### src/rtl/popcount_pkg.sv
// Shared defaults for the popcount arbiter: requester count, word widths, id width.
package popcount_pkg;

  localparam int unsigned NREQ_DEF      = 4;
  localparam int unsigned WIDTH_IN_DEF  = 12;
  localparam int unsigned WIDTH_OUT_DEF = 4;
  localparam int unsigned ACC_W_DEF     = 8;

  // Index width for n requesters, never narrower than one bit.
  function automatic int unsigned id_w(input int unsigned n);
    return (n > 1) ? $clog2(n) : 1;
  endfunction

  localparam int unsigned ID_W_DEF = id_w(NREQ_DEF);

endpackage

### src/rtl/adder_12in_1b.sv
// Combinational population count: sums IN_W single-bit inputs into SUM_W bits.
module adder_12in_1b
  import popcount_pkg::*;
#(
  parameter int unsigned IN_W  = WIDTH_IN_DEF,
  parameter int unsigned SUM_W = WIDTH_OUT_DEF + 1
) (
  input  logic [IN_W-1:0]  bits,
  output logic [SUM_W-1:0] sum_c
);

  always_comb begin
    sum_c = '0;
    for (int unsigned i = 0; i < IN_W; i++) begin
      sum_c = sum_c + SUM_W'(bits[i]);
    end
  end

endmodule

### src/rtl/popcount_arb.sv
// Round-robin arbiter sharing one popcount unit, with per-requester saturating accumulators.
module popcount_arb
  import popcount_pkg::*;
#(
  parameter int unsigned NREQ      = NREQ_DEF,
  parameter int unsigned WIDTH_in  = WIDTH_IN_DEF,
  parameter int unsigned WIDTH_out = WIDTH_OUT_DEF,
  parameter int unsigned ACC_W     = ACC_W_DEF
) (
  input  logic                     i_clk,
  input  logic                     i_rst,
  input  logic [NREQ-1:0]          i_req,
  input  logic [NREQ*WIDTH_in-1:0] i_data,
  input  logic [NREQ-1:0]          i_clr,
  output logic [NREQ-1:0]          o_gnt,
  output logic                     o_valid,
  output logic [id_w(NREQ)-1:0]    o_id,
  output logic [WIDTH_out:0]       o_sum,
  output logic [NREQ*ACC_W-1:0]    o_acc
);

  localparam int unsigned ID_W  = id_w(NREQ);
  localparam int unsigned SUM_W = WIDTH_out + 1;

  logic [ID_W-1:0]        last_winner;
  logic [ID_W-1:0]        win_id;
  logic [ID_W-1:0]        cand;
  logic                   win_found;
  logic [NREQ-1:0]        eligible;
  logic [WIDTH_in-1:0]    operand;
  logic [ID_W-1:0]        stage_id;
  logic                   stage_valid;
  logic [SUM_W-1:0]       sum_c;
  logic [ACC_W-1:0]       acc_cur;
  logic [NREQ*ACC_W-1:0]  acc_nxt;

  function automatic logic [ACC_W-1:0] sat_add(input logic [ACC_W-1:0] a,
                                               input logic [SUM_W-1:0] b);
    logic [ACC_W:0] s;
    s = {1'b0, a} + (ACC_W+1)'(b);
    return s[ACC_W] ? '1 : s[ACC_W-1:0];
  endfunction

  // The requester currently holding the grant sits out this edge.
  assign eligible = i_req & ~o_gnt;

  // Round-robin search starting just after the last winner.
  always_comb begin
    win_found = 1'b0;
    win_id    = last_winner;
    cand      = '0;
    for (int unsigned i = 1; i <= NREQ; i++) begin
      cand = ID_W'((32'(last_winner) + i) % NREQ);
      if (!win_found && eligible[cand]) begin
        win_found = 1'b1;
        win_id    = cand;
      end
    end
  end

  // Grant and operand capture stage.
  always_ff @(posedge i_clk or posedge i_rst) begin
    if (i_rst) begin
      o_gnt       <= '0;
      operand     <= '0;
      stage_id    <= '0;
      stage_valid <= 1'b0;
      last_winner <= ID_W'(NREQ - 1);
    end else begin
      stage_valid <= win_found;
      if (win_found) begin
        o_gnt       <= NREQ'(1) << win_id;
        operand     <= i_data[32'(win_id)*WIDTH_in +: WIDTH_in];
        stage_id    <= win_id;
        last_winner <= win_id;
      end else begin
        o_gnt <= '0;
      end
    end
  end

  adder_12in_1b #(
    .IN_W  (WIDTH_in),
    .SUM_W (SUM_W)
  ) u_adder (
    .bits  (operand),
    .sum_c (sum_c)
  );

  // Clear applies first, so a same-edge clear and update leaves just the new sum.
  always_comb begin
    acc_nxt = o_acc;
    acc_cur = '0;
    for (int unsigned k = 0; k < NREQ; k++) begin
      acc_cur = i_clr[k] ? '0 : o_acc[k*ACC_W +: ACC_W];
      if (stage_valid && stage_id == ID_W'(k)) begin
        acc_nxt[k*ACC_W +: ACC_W] = sat_add(acc_cur, sum_c);
      end else begin
        acc_nxt[k*ACC_W +: ACC_W] = acc_cur;
      end
    end
  end

  // Result stage.
  always_ff @(posedge i_clk or posedge i_rst) begin
    if (i_rst) begin
      o_valid <= 1'b0;
      o_id    <= '0;
      o_sum   <= '0;
      o_acc   <= '0;
    end else begin
      o_valid <= stage_valid;
      o_id    <= stage_id;
      o_sum   <= sum_c;
      o_acc   <= acc_nxt;
    end
  end

endmodule

### config.mk
export PLATFORM = sky130hd
export DESIGN_NAME = popcount_arb
export DESIGN_NICKNAME = d
export VERILOG_FILES = /design/src/rtl/popcount_pkg.sv /design/src/rtl/adder_12in_1b.sv /design/src/rtl/popcount_arb.sv
export SDC_FILE = /design/constraint.sdc
export NUM_CORES = 1
export LEC_CHECK = 0
export CORE_MARGIN = 5
export CORE_UTILIZATION = 45
export DETAILED_ROUTE_END_ITERATION = 7
export HOLD_SLACK_MARGIN = 0.03
export PLACE_DENSITY = 0.82
export RECOVER_POWER = 50
export SETUP_SLACK_MARGIN = 0.5
export SLEW_MARGIN = 10
export SYNTH_ARGS = -nofsm -noshare
export SYNTH_HDL_FRONTEND = slang
export SYNTH_SLANG_ARGS = --single-unit
### constraint.sdc
create_clock -name i_clk -period 5.4 [get_ports i_clk]
set_clock_uncertainty 0.2 [all_clocks]
set_input_delay 0.54 -clock i_clk [delete_from_list [all_inputs] [get_ports i_clk]]
set_output_delay 0.54 -clock i_clk [all_outputs]
set_load 0.02 [all_outputs]
### After elaboration in Yosys (flattened, before gate mapping)

Index checks and enable logic that the tools add are counted.

| operators by class | value |
|---|---|
| $add $sub $neg | 19 |
| multipliers | 1 |
| order comparisons | 4 |
| equality and inequality tests | 3 |
| shift operators | 2 |
| muxes and demuxes | 29 |
| bitwise operators | 2 |
| reduce and logical (&&, ||, !) cells | 11 |

Operators with widths:

| kind | number |
|---|---|
| 8-bit two-way mux | 12 |
| 5-bit by 1-bit adder with 5-bit output | 10 |
| 48-bit by 7-bit indexed part select with 12-bit output | 1 |
| 8-bit by 5-bit adder with 9-bit output | 4 |
| 2-bit by 3-bit less-than comparator with 1-bit output, second input constant | 4 |
| 1-bit binary-select mux with 2-bit select | 4 |
| 1-bit two-way mux | 8 |
| 2-bit two-way mux | 4 |
| 1-bit logical AND | 7 |
| 2-bit by 1-bit adder with 2-bit output, second input constant | 2 |
| 2-bit adder, second input constant | 2 |
| 4-bit AND | 1 |
| 2-bit == test, second input constant | 2 |
| 2-bit by 2-bit multiplier with 4-bit output, second input constant | 1 |
| 4-bit two-way mux | 1 |
| 4-bit NOT | 1 |
| 1-bit by 2-bit left shift with 4-bit output, first input constant | 1 |
| 1-bit logical NOT | 3 |
| 1-bit by 1-bit adder with 2-bit output | 1 |
| 2-bit by 1-bit == test with 1-bit output, second input constant | 1 |
| 2-bit logical NOT | 1 |

| storage, ports and cells | value |
|---|---|
| register bits after elaboration | 61 |
| input port bits | 58 |
| output and inout bits | 44 |
| logic and storage cells | 80 |

### Longest topological paths before layout

Gate-level depths: netlist (run 1).

| logic depth | value |
|---|---|
| word-level depth | 16 |
| mapped depth | 18 |
| gate-level depth less buffers | 18 |

### By module

From an unflattened synthesis (run 1), not the netlist that was laid out.

| second synthesis, totals | value |
|---|---|
| cells, all modules | 394 |
| area total of the unflattened synthesis | 3970.1 sq um |

Modules (own cells, without submodules):

| module | times used | cells an instance | area each (sq um) | sequential area each (sq um) |
|---|---|---|---|---|
| popcount_arb | 1 | 362 | 3689.8 | 1529.0 |
| adder_12in_1b | 1 | 32 | 280.3 | 0.0 |

### Least setup slack after synthesis (run 1)

OpenSTA, ideal clock, no wires.

| timing | value |
|---|---|
| path kind | reg-to-reg |
| from | register operand[0] |
| to | register o_acc[23] |
| setup time | 0.122 ns |
| arrival | 4.591 ns |
| data required time | 5.078 ns |
| setup slack | 0.487 ns |
| cell stages (with the launch flop) | 16 |
| buffers on the path | 0 |
| clock period less this slack | 4.913 ns |
| path through | dfrtp_1 -> ha_1 -> inv_1 -> fa_1 -> fa_1 -> fa_1 -> fa_1 -> fa_1 -> inv_1 -> ha_1 -> a21o_1 -> maj3_2 -> a21oi_1 -> or3_1 -> a211oi_2 -> nor2_1 |

| on the way | value |
|---|---|
| cells in the longest elaborated chain, start to end | 14 |

Ends and longest elaborated chain:

| element | RTL line | RTL |
|---|---|---|
| from (decl) | popcount_arb.sv:30 | `logic [WIDTH_in-1:0] operand;` |
| from (signal assigned) | popcount_arb.sv:73 | `operand <= i_data[32'(win_id)*WIDTH_in +: WIDTH_in];` |
| 1-bit by 1-bit adder with 2-bit output | adder_12in_1b.sv:15 | `sum_c = sum_c + SUM_W'(bits[i]);` |
| 5-bit by 1-bit adder with 5-bit output (10 in a row) | adder_12in_1b.sv:15 |  |
| named net sum_c[1] | popcount_arb.sv:33 | `logic [SUM_W-1:0] sum_c;` |
| 8-bit by 5-bit adder with 9-bit output | popcount_arb.sv:40 | `s = {1'b0, a} + (ACC_W+1)'(b);` |
| 8-bit two-way mux | popcount_arb.sv:41 | `return s[ACC_W] ? '1 : s[ACC_W-1:0];` |
| 8-bit two-way mux | popcount_arb.sv:96 | `if (stage_valid && stage_id == ID_W'(k)) begin` |
| named net acc_nxt[23] | popcount_arb.sv:35 | `logic [NREQ*ACC_W-1:0] acc_nxt;` |
| to (signal assigned) | popcount_arb.sv:115 | `o_acc <= acc_nxt;` |
| to (decl) | popcount_arb.sv:19 | `output logic [NREQ*ACC_W-1:0] o_acc` |

The timed path passes the listed nets, and every way through them passes these cells.
A chain may end at the register's enable or synchronous reset.

### Worst setup path after layout (run 1)

| timing | value |
|---|---|
| from | register operand[0] |
| to | register o_acc[6] |

| on the way | value |
|---|---|
| cells in the longest elaborated chain, start to end | 14 |

Ends and longest elaborated chain:

| element | RTL line |
|---|---|
| 1-bit by 1-bit adder with 2-bit output | adder_12in_1b.sv:15 |
| 5-bit by 1-bit adder with 5-bit output (10 in a row) | adder_12in_1b.sv:15 |
| 8-bit by 5-bit adder with 9-bit output | popcount_arb.sv:40 |
| 8-bit two-way mux | popcount_arb.sv:41 |
| 8-bit two-way mux | popcount_arb.sv:96 |
| named net acc_nxt[6] | popcount_arb.sv:35 |

The timed path passes the listed nets, and every way through them passes these cells.

==> impl_results.md, run 1 <==
- Crit-path cells: ha_1, inv_1, fa_1, fa_1, fa_1, fa_2, fa_2, buf_4, fa_1, inv_1, maj3_2, a21oi_2, nor2b_4, buf_4, a211oi_1
- Max layer used: met4
- Final WS setup: 0.5711 ns
- CTS tree: built
- # nets final: 664
- Die area: 11520 um^2
- Post-route ant nets: 0
- H-tree Lvls: 3
- Place WS: 0.2718 ns
- Final wirelength: 10730 um
- Most used DFF post-synth: dfrtp_1
- Total gr overflow: 0
- Compound-cell area share of the yosys netlist: 20.61%
- Finished Cell Area: 5737 um^2
- Length of routed wiring on met1: 4700 um
- Core ar.: 9240 um^2
- Worst skew pair latency: 0.34 ns
- Met2 wire len: 5295 um
- CP Data Arrival Time: 4.87 ns
- Initial DRC Count: 234
- Reg clk slew, reported paths: 0.07 ns
- Via count: 3869
- Synth Warn #: 0
- Ys async rst share: 100.0%
- Area growth, synth to finish: 34.62%
- Met3 WL post-DR: 609 um
- Synth Net Count: 561
- Synth Instances: 476
- RSZ-0062 raised after global routing: true
- FP Rows: 35
- Starting Density: 46.12%
- Fmax achieved: 207.1 MHz
- Crit Path Max Fanout: 5
- Register area share after synthesis: 35.29%
- Clock Sinks: 60
- Slew margin rel.: -108.0%
- Layout cells sized above 1: 12.16%
- HPWL Detailed: 8076 um
- CP delay by family, top: adder cells
- Worst min-delay path class: flip-flop to flip-flop
- Crit-path slowest cell: fa_2
- Largest net degree at the start of global routing: 61
- Gr usage total: 18.76%
- Antenna violations before repair: 0
- Die H: 107.3 um
- Antenna Cells: 0
- Number of global-route vias before repair: 3802
- Reported max-cap violation count: 1
- First-pass GRT wire length: 17740 um
- Setup TNS: 0 ns
- Outcome: finished with violations
- I/O Pins: 102
- Area share of xor/xnor cells in the synthesized design: 2.437%
- CP required: 5.44 ns
- Final Hold Vio Count: 0
- Commonest cells post-synth: 58 x dfrtp_1, 42 x nand2_1, 40 x inv_1
- First-pass DRT Iterations: 5
- Gpl congestion: 0.8134
- Setup Viol. Count Final: 0
- Clock buffer depth: 2
- Min Tclk post-route: 4.829 ns
- Drt via density: 5.426
- CP Class: flip-flop to flip-flop
- Most frequent cell on the critical path: fa_1
- Syn Area/Cell: 8.953 um^2
- Post-synthesis adder-cell area fraction: 11.66%
- Post-synth EDFFs: 0
- Area contributors post-synth: dfrtp_1 34%, fa_1 5.2%, ha_1 4.7%, a22oi_1 4.2%, mux2i_1 3.8%
- Setup crit start kind: flip-flop
- Distinct cells, synth: 59
- Failing checks: max-capacitance violations, max-slew violations
- Mux share of post-synthesis cell area: 4.022%
- WL per Instance: 15.05 um
- Final period util: 89.42%
- Die W: 107.3 um
- Netlist Area Pre-Place: 4262 um^2
- Crit. End Element: flip-flop
- Hold buffers post-CTS: 0
- Pins Over Slew Limit: 61
- Post-synth top area cell: dfrtp_1
- CTS buffer count: 9
- Critical path buffers and inverters: 4
- DRC viols: 0
- Simple-gate portion of the synthesized area: 19.58%
- Largest family of logic cells by synthesized area: compound AO/OA/AOI/OAI gates
- WHS: 0.2836 ns
- Clock root buffer: clkbuf_8
- Register bit count reported by yosys: 60
- Most numerous cell in the Yosys netlist: dfrtp_1
- Area after DPL: 5351 um^2
- Slowest stage delay, CP: 0.57 ns
- Yosys top cell area share: 34.06%
- I/O Buffers: 100
- Worst slew pin tran: 3.119 ns
==> cell usage in the layout (no fill, tap or decap), types with 7 or more instances in the layout <==
master           netlist  final
inv_1                 40     37
clkbuf_8               0     10
maj3_2                 5      7
mux2i_1               16     16
nand2b_1              14     13
a21o_1                15     15
clkdlybuf4s50_1        0     81
buf_4                  2     12
nand2_1               42     42
a22oi_1               24     24
dlygate4sd3_1          0     19
nor2b_1               14     14
o21ai_0               12     11
dfrtp_1               58     58
a21oi_1               21     17
nand3_1               22     22
o21ai_1               10     11
nor2_1                38     35
fa_1                  11      7
ha_1                  16     16
o221ai_1              10     10
==> logic make-up after synthesis <==
group | after synthesis
muxes | 17
xor gates and xnor gates | 11
AOI/OAI and AO/OA | 127
buffers and inverters | 62
and+or+nand+nor | 164
other | 1
DFF | 60
adders and majority gates | 34
==> worst paths after layout <==
check | from | slack (ns) | cells past startpoint | endpoint
setup / recovery | operand[0] | 0.57 | 15 | o_acc[6]
hold / removal | stage_valid | 0.28 | 0 | o_valid
setup reg to reg | operand[0] | 0.57 | 15 | o_acc[6]
hold reg to reg | stage_valid | 0.28 | 0 | o_valid
max in group asynchronous | i_rst | 1.61 | 3 | o_sum[1]
min in group asynchronous | i_rst | 1.64 | 3 | o_gnt[3]
==> stage by stage <==
step | cells | utilization, %
finish | 713 | 62.09
global route | 713 | 62.09
CTS | 707 | 60.84
detailed placement | 689 | 57.91
global placement | 689 | 57.91
floorplan | 476 | -
==> per-layer routing <==
layer,track usage (%),up-vias
met5,0,-
met4,4.658,0
met3,3.719,14
met2,32.08,132
met1,24.39,1831
li1,-,1892
==> layout make-up <==
cell class	count	area (um^2)
multi-input cells	354	2597
well taps	129	161.4
clock inverters	4	73.82
fillers	757	3503
repair buffers	113	1095
flip-flops and latches	60	1504
inverters	41	160.2
clock buffers	12	145.1
==> state kept, by name, indices dropped and copies added, names as in the netlist <==
signal,flops
o_valid,1
o_id,2
operand,12
o_sum,4
last_winner,2
o_acc,32
stage_valid,1
o_gnt,4
stage_id,2
==> worst reg2reg max path, cell delays in order, from the launching register on <==
cell,delay (ns)
dfrtp_1,0.39
ha_1,0.31
inv_1,0.08
fa_1,0.43
fa_1,0.51
fa_1,0.44
fa_2,0.38
fa_2,0.58
buf_4,0.17
fa_1,0.21
inv_1,0.05
maj3_2,0.32
a21oi_2,0.24
nor2b_4,0.08
buf_4,0.14
a211oi_1,0.21
==> repair_timing <==
item	CTS	global route
buffers inserted	2	6
endpoints found under the setup margin	12	30
pin swaps	6	19
resized for setup	10	18
Power of run 1 is left out: the tool's default activity adds up to more than one toggle a clock period on the data nets, which glitch-free logic cannot reach.
==> run 2, diff against run 1 <==
--- a/config.mk
+++ b/config.mk
@@ -6,10 +6,9 @@
 export NUM_CORES = 1
 export LEC_CHECK = 0
 export CORE_MARGIN = 5
-export CORE_UTILIZATION = 45
+export CORE_UTILIZATION = 31
 export DETAILED_ROUTE_END_ITERATION = 7
-export HOLD_SLACK_MARGIN = 0.03
-export PLACE_DENSITY = 0.82
+export PLACE_DENSITY = 0.63
 export RECOVER_POWER = 50
 export SETUP_SLACK_MARGIN = 0.5
 export SLEW_MARGIN = 10
==> run 2 against run 1 <==
The run still ends with max-capacitance violations, max-slew violations left. Worst setup slack got worse by 0.022 ns. Hold slack got worse by 0.0017 ns. Critical path depth did not move. Sequential share of layout area is 1.1 points lower. First-iteration DRC count decreased by 2.1%. Via count is 0.41% higher. Sequential cell count stayed put. Count of clock-buffer cells in the layout down 2. Maximum frequency fell by 0.46%. Global-route usage decreased by 4.4 points.
==> impl_results.md, run 2 (synthesis gave the netlist of run 1 again) <==
- Final wirelength: 11630 um (+8.4%)
- Number of flip-flops in the largest register: 32 (unchanged)
- Setup Viol. Count Final: 0 (unchanged)
- Setup crit start kind: flip-flop
- Final Hold Vio Count: 0 (unchanged)
- Die area: 16190 um^2 (+41%)
- HPWL Detailed: 8592 um (+6.4%)
- Slew margin rel.: -116.9% (-8.9 points)
- Core ar.: 13350 um^2 (+44%)
- Gpl congestion: 0.7857 (-3.4%)
- Antenna violations before repair: 0 (unchanged)
- Die W: 127.2 um (+19%)
- FP Rows: 42 (+20%)
- CTS buffer count: 9 (unchanged)
- Slowest stage delay, CP: 0.63 ns (+0.06 ns)
- First-pass GRT wire length: 19230 um (+8.4%)
- CTS tree: built
- CP Class: flip-flop to flip-flop
- Worst slew pin tran: 3.253 ns (+0.1337 ns)
- RSZ-0062 raised after global routing: true
- Largest register by flop count: o_acc
- Pins Over Slew Limit: 61 (unchanged)
- # nets final: 665 (+0.15%)
- Post-route ant nets: 0 (unchanged)
- Clock Sinks: 60 (unchanged)
- Via count: 3885 (+0.41%)
- Setup TNS: 0 ns (unchanged)
- Failing checks: max-capacitance violations, max-slew violations
- CP Launch Point: operand[1]
- Starting Density: 31.93% (-14 points)
- Area growth, synth to finish: 40.46%
- Reg-to-reg startpoint: operand[1]
- Most frequent cell on the critical path: fa_1
- Clock buffer depth: 2 (unchanged)
- CP required: 5.42 ns (-0.02 ns)
- H-tree Lvls: 3 (unchanged)
- Initial DRC Count: 229 (-2.1%)
- Min Tclk post-route: 4.851 ns (+0.02249 ns)
- Reported max-cap violation count: 1 (unchanged)
- Outcome: finished with violations
- WHS: 0.2820 ns (-0.001652 ns)
- Layout cells sized above 1: 14.19% (+2.0 points)
- Fmax achieved: 206.1 MHz (-0.46%)
- Worst Hold Launch: stage_valid
- Antenna Cells: 0 (unchanged)
- I/O Buffers: 100 (unchanged)
- Gr usage total: 14.36% (-4.4 points)
- Most frequent cells in the layout: 81 x clkdlybuf4s50_1, 58 x dfrtp_1, 42 x nand2_1, 36 x inv_1, 35 x nor2_1
- DRC viols: 0 (unchanged)
- Biggest regs: o_acc (32), operand (12)
- Crit-path cells: ha_4, inv_2, fa_1, fa_1, fa_1, fa_2, fa_2, inv_4, ha_4, a21o_1, maj3_2, a21oi_2, or3_4, a211oi_2, nor2_1
- I/O Pins: 102 (unchanged)
- Largest net degree at the start of global routing: 61 (unchanged)
- Crit. End Element: flip-flop
- Worst skew pair latency: 0.33 ns (about the same)
- Worst min-delay path class: flip-flop to flip-flop
- Most common cell after layout, fill and taps aside: clkdlybuf4s50_1
- WL per Instance: 15.28 um (+1.5%)
- Reg clk slew, reported paths: 0.06 ns (about the same)
- Final period util: 89.84% (+0.42 points)
- Total gr overflow: 0 (unchanged)
- Crit-path slowest cell: fa_2
- Die H: 127.2 um (+19%)
- Drt via density: 5.105 (-5.9%)
- Reg2Reg Setup Slack: 0.55 ns (-0.02 ns)
- CP Data Arrival Time: 4.87 ns (about the same)
- Clock root buffer: clkbuf_16
- First-pass DRT Iterations: 5 (unchanged)
- Crit Path Max Fanout: 5 (unchanged)
- Number of global-route vias before repair: 4001 (+5.2%)
-- run 2: cell types whose count changed in the layout (fill, tap and decap cells not counted), moves of 2 or more --
cell | before | now
clkbuf_8 | 10 | 0
clkbuf_16 | 0 | 9
ha_1 | 16 | 13
ha_4 | 0 | 3
a21oi_2 | 6 | 4
a21oi_4 | 1 | 3
buf_6 | 0 | 2
fa_1 | 7 | 5
fa_2 | 4 | 6
o21bai_4 | 0 | 2
-- run 2: final timing paths --
check | cells after the start | endpoint
max | 15 | o_acc[23]
min | 0 | o_valid
max reg2reg | 15 | o_acc[23]
min reg2reg | 0 | o_valid
max in group asynchronous | 3 | o_acc[14]
min in group asynchronous | 3 | o_gnt[0]
-- run 2: what timing repair did --
action                                  4_1_cts  5_1_grt
pin swaps                                     2       38
setup buffers                                 3        6
hold buffers                                  0        0
resized for setup                             4       42
endpoints found under the setup margin       11       27
-- run 2: critical path: cells and delay by family (launching register included) --
| kind | cells | cell delay (ns) |
|---|---|---|
| compound gates | 3 | 0.31 |
| fa+ha+maj | 8 | 3.23 |
| buf+inv | 2 | 0.11 |
| flops | 1 | 0.41 |
| simple gates | 2 | 0.47 |
-- run 2: final cells by class --
| class | count | area (um^2) |
|---|---|---|
| inverter | 41 | 158.9 |
| sequential | 60 | 1504 |
| clock buffer | 10 | 229.0 |
| timing repair buffer | 114 | 1110 |
| fill | 1301 | 7362 |
| multi-input combinational | 354 | 2700 |
| clock inverter | 6 | 63.81 |
| tap | 176 | 220.2 |
-- run 2: layer usage --
metal | global-route usage, % | vias to the layer above | wire length [um]
li1 | - | 1886 | -
met1 | 17.83 | 1819 | 4986
met2 | 24.41 | 162 | 5682
met3 | 3.548 | 18 | 768
met4 | 4.858 | 0 | 190
met5 | 0 | - | 0
-- run 2: through the flow --
step / util [%] / area (um^2) / setup WS, ns / cells
floorplan: - / 4264 / 0.5609 / 476
global placement: 40.53 / 5410 / 0.3728 / 736
detailed placement: 40.53 / 5410 / 0.2628 / 736
CTS: 43.01 / 5741 / 0.4571 / 755
global route: 44.84 / 5986 / 0.4185 / 761
finish: 44.84 / 5986 / 0.5486 / 761
Power of run 2 is left out for the same reason.
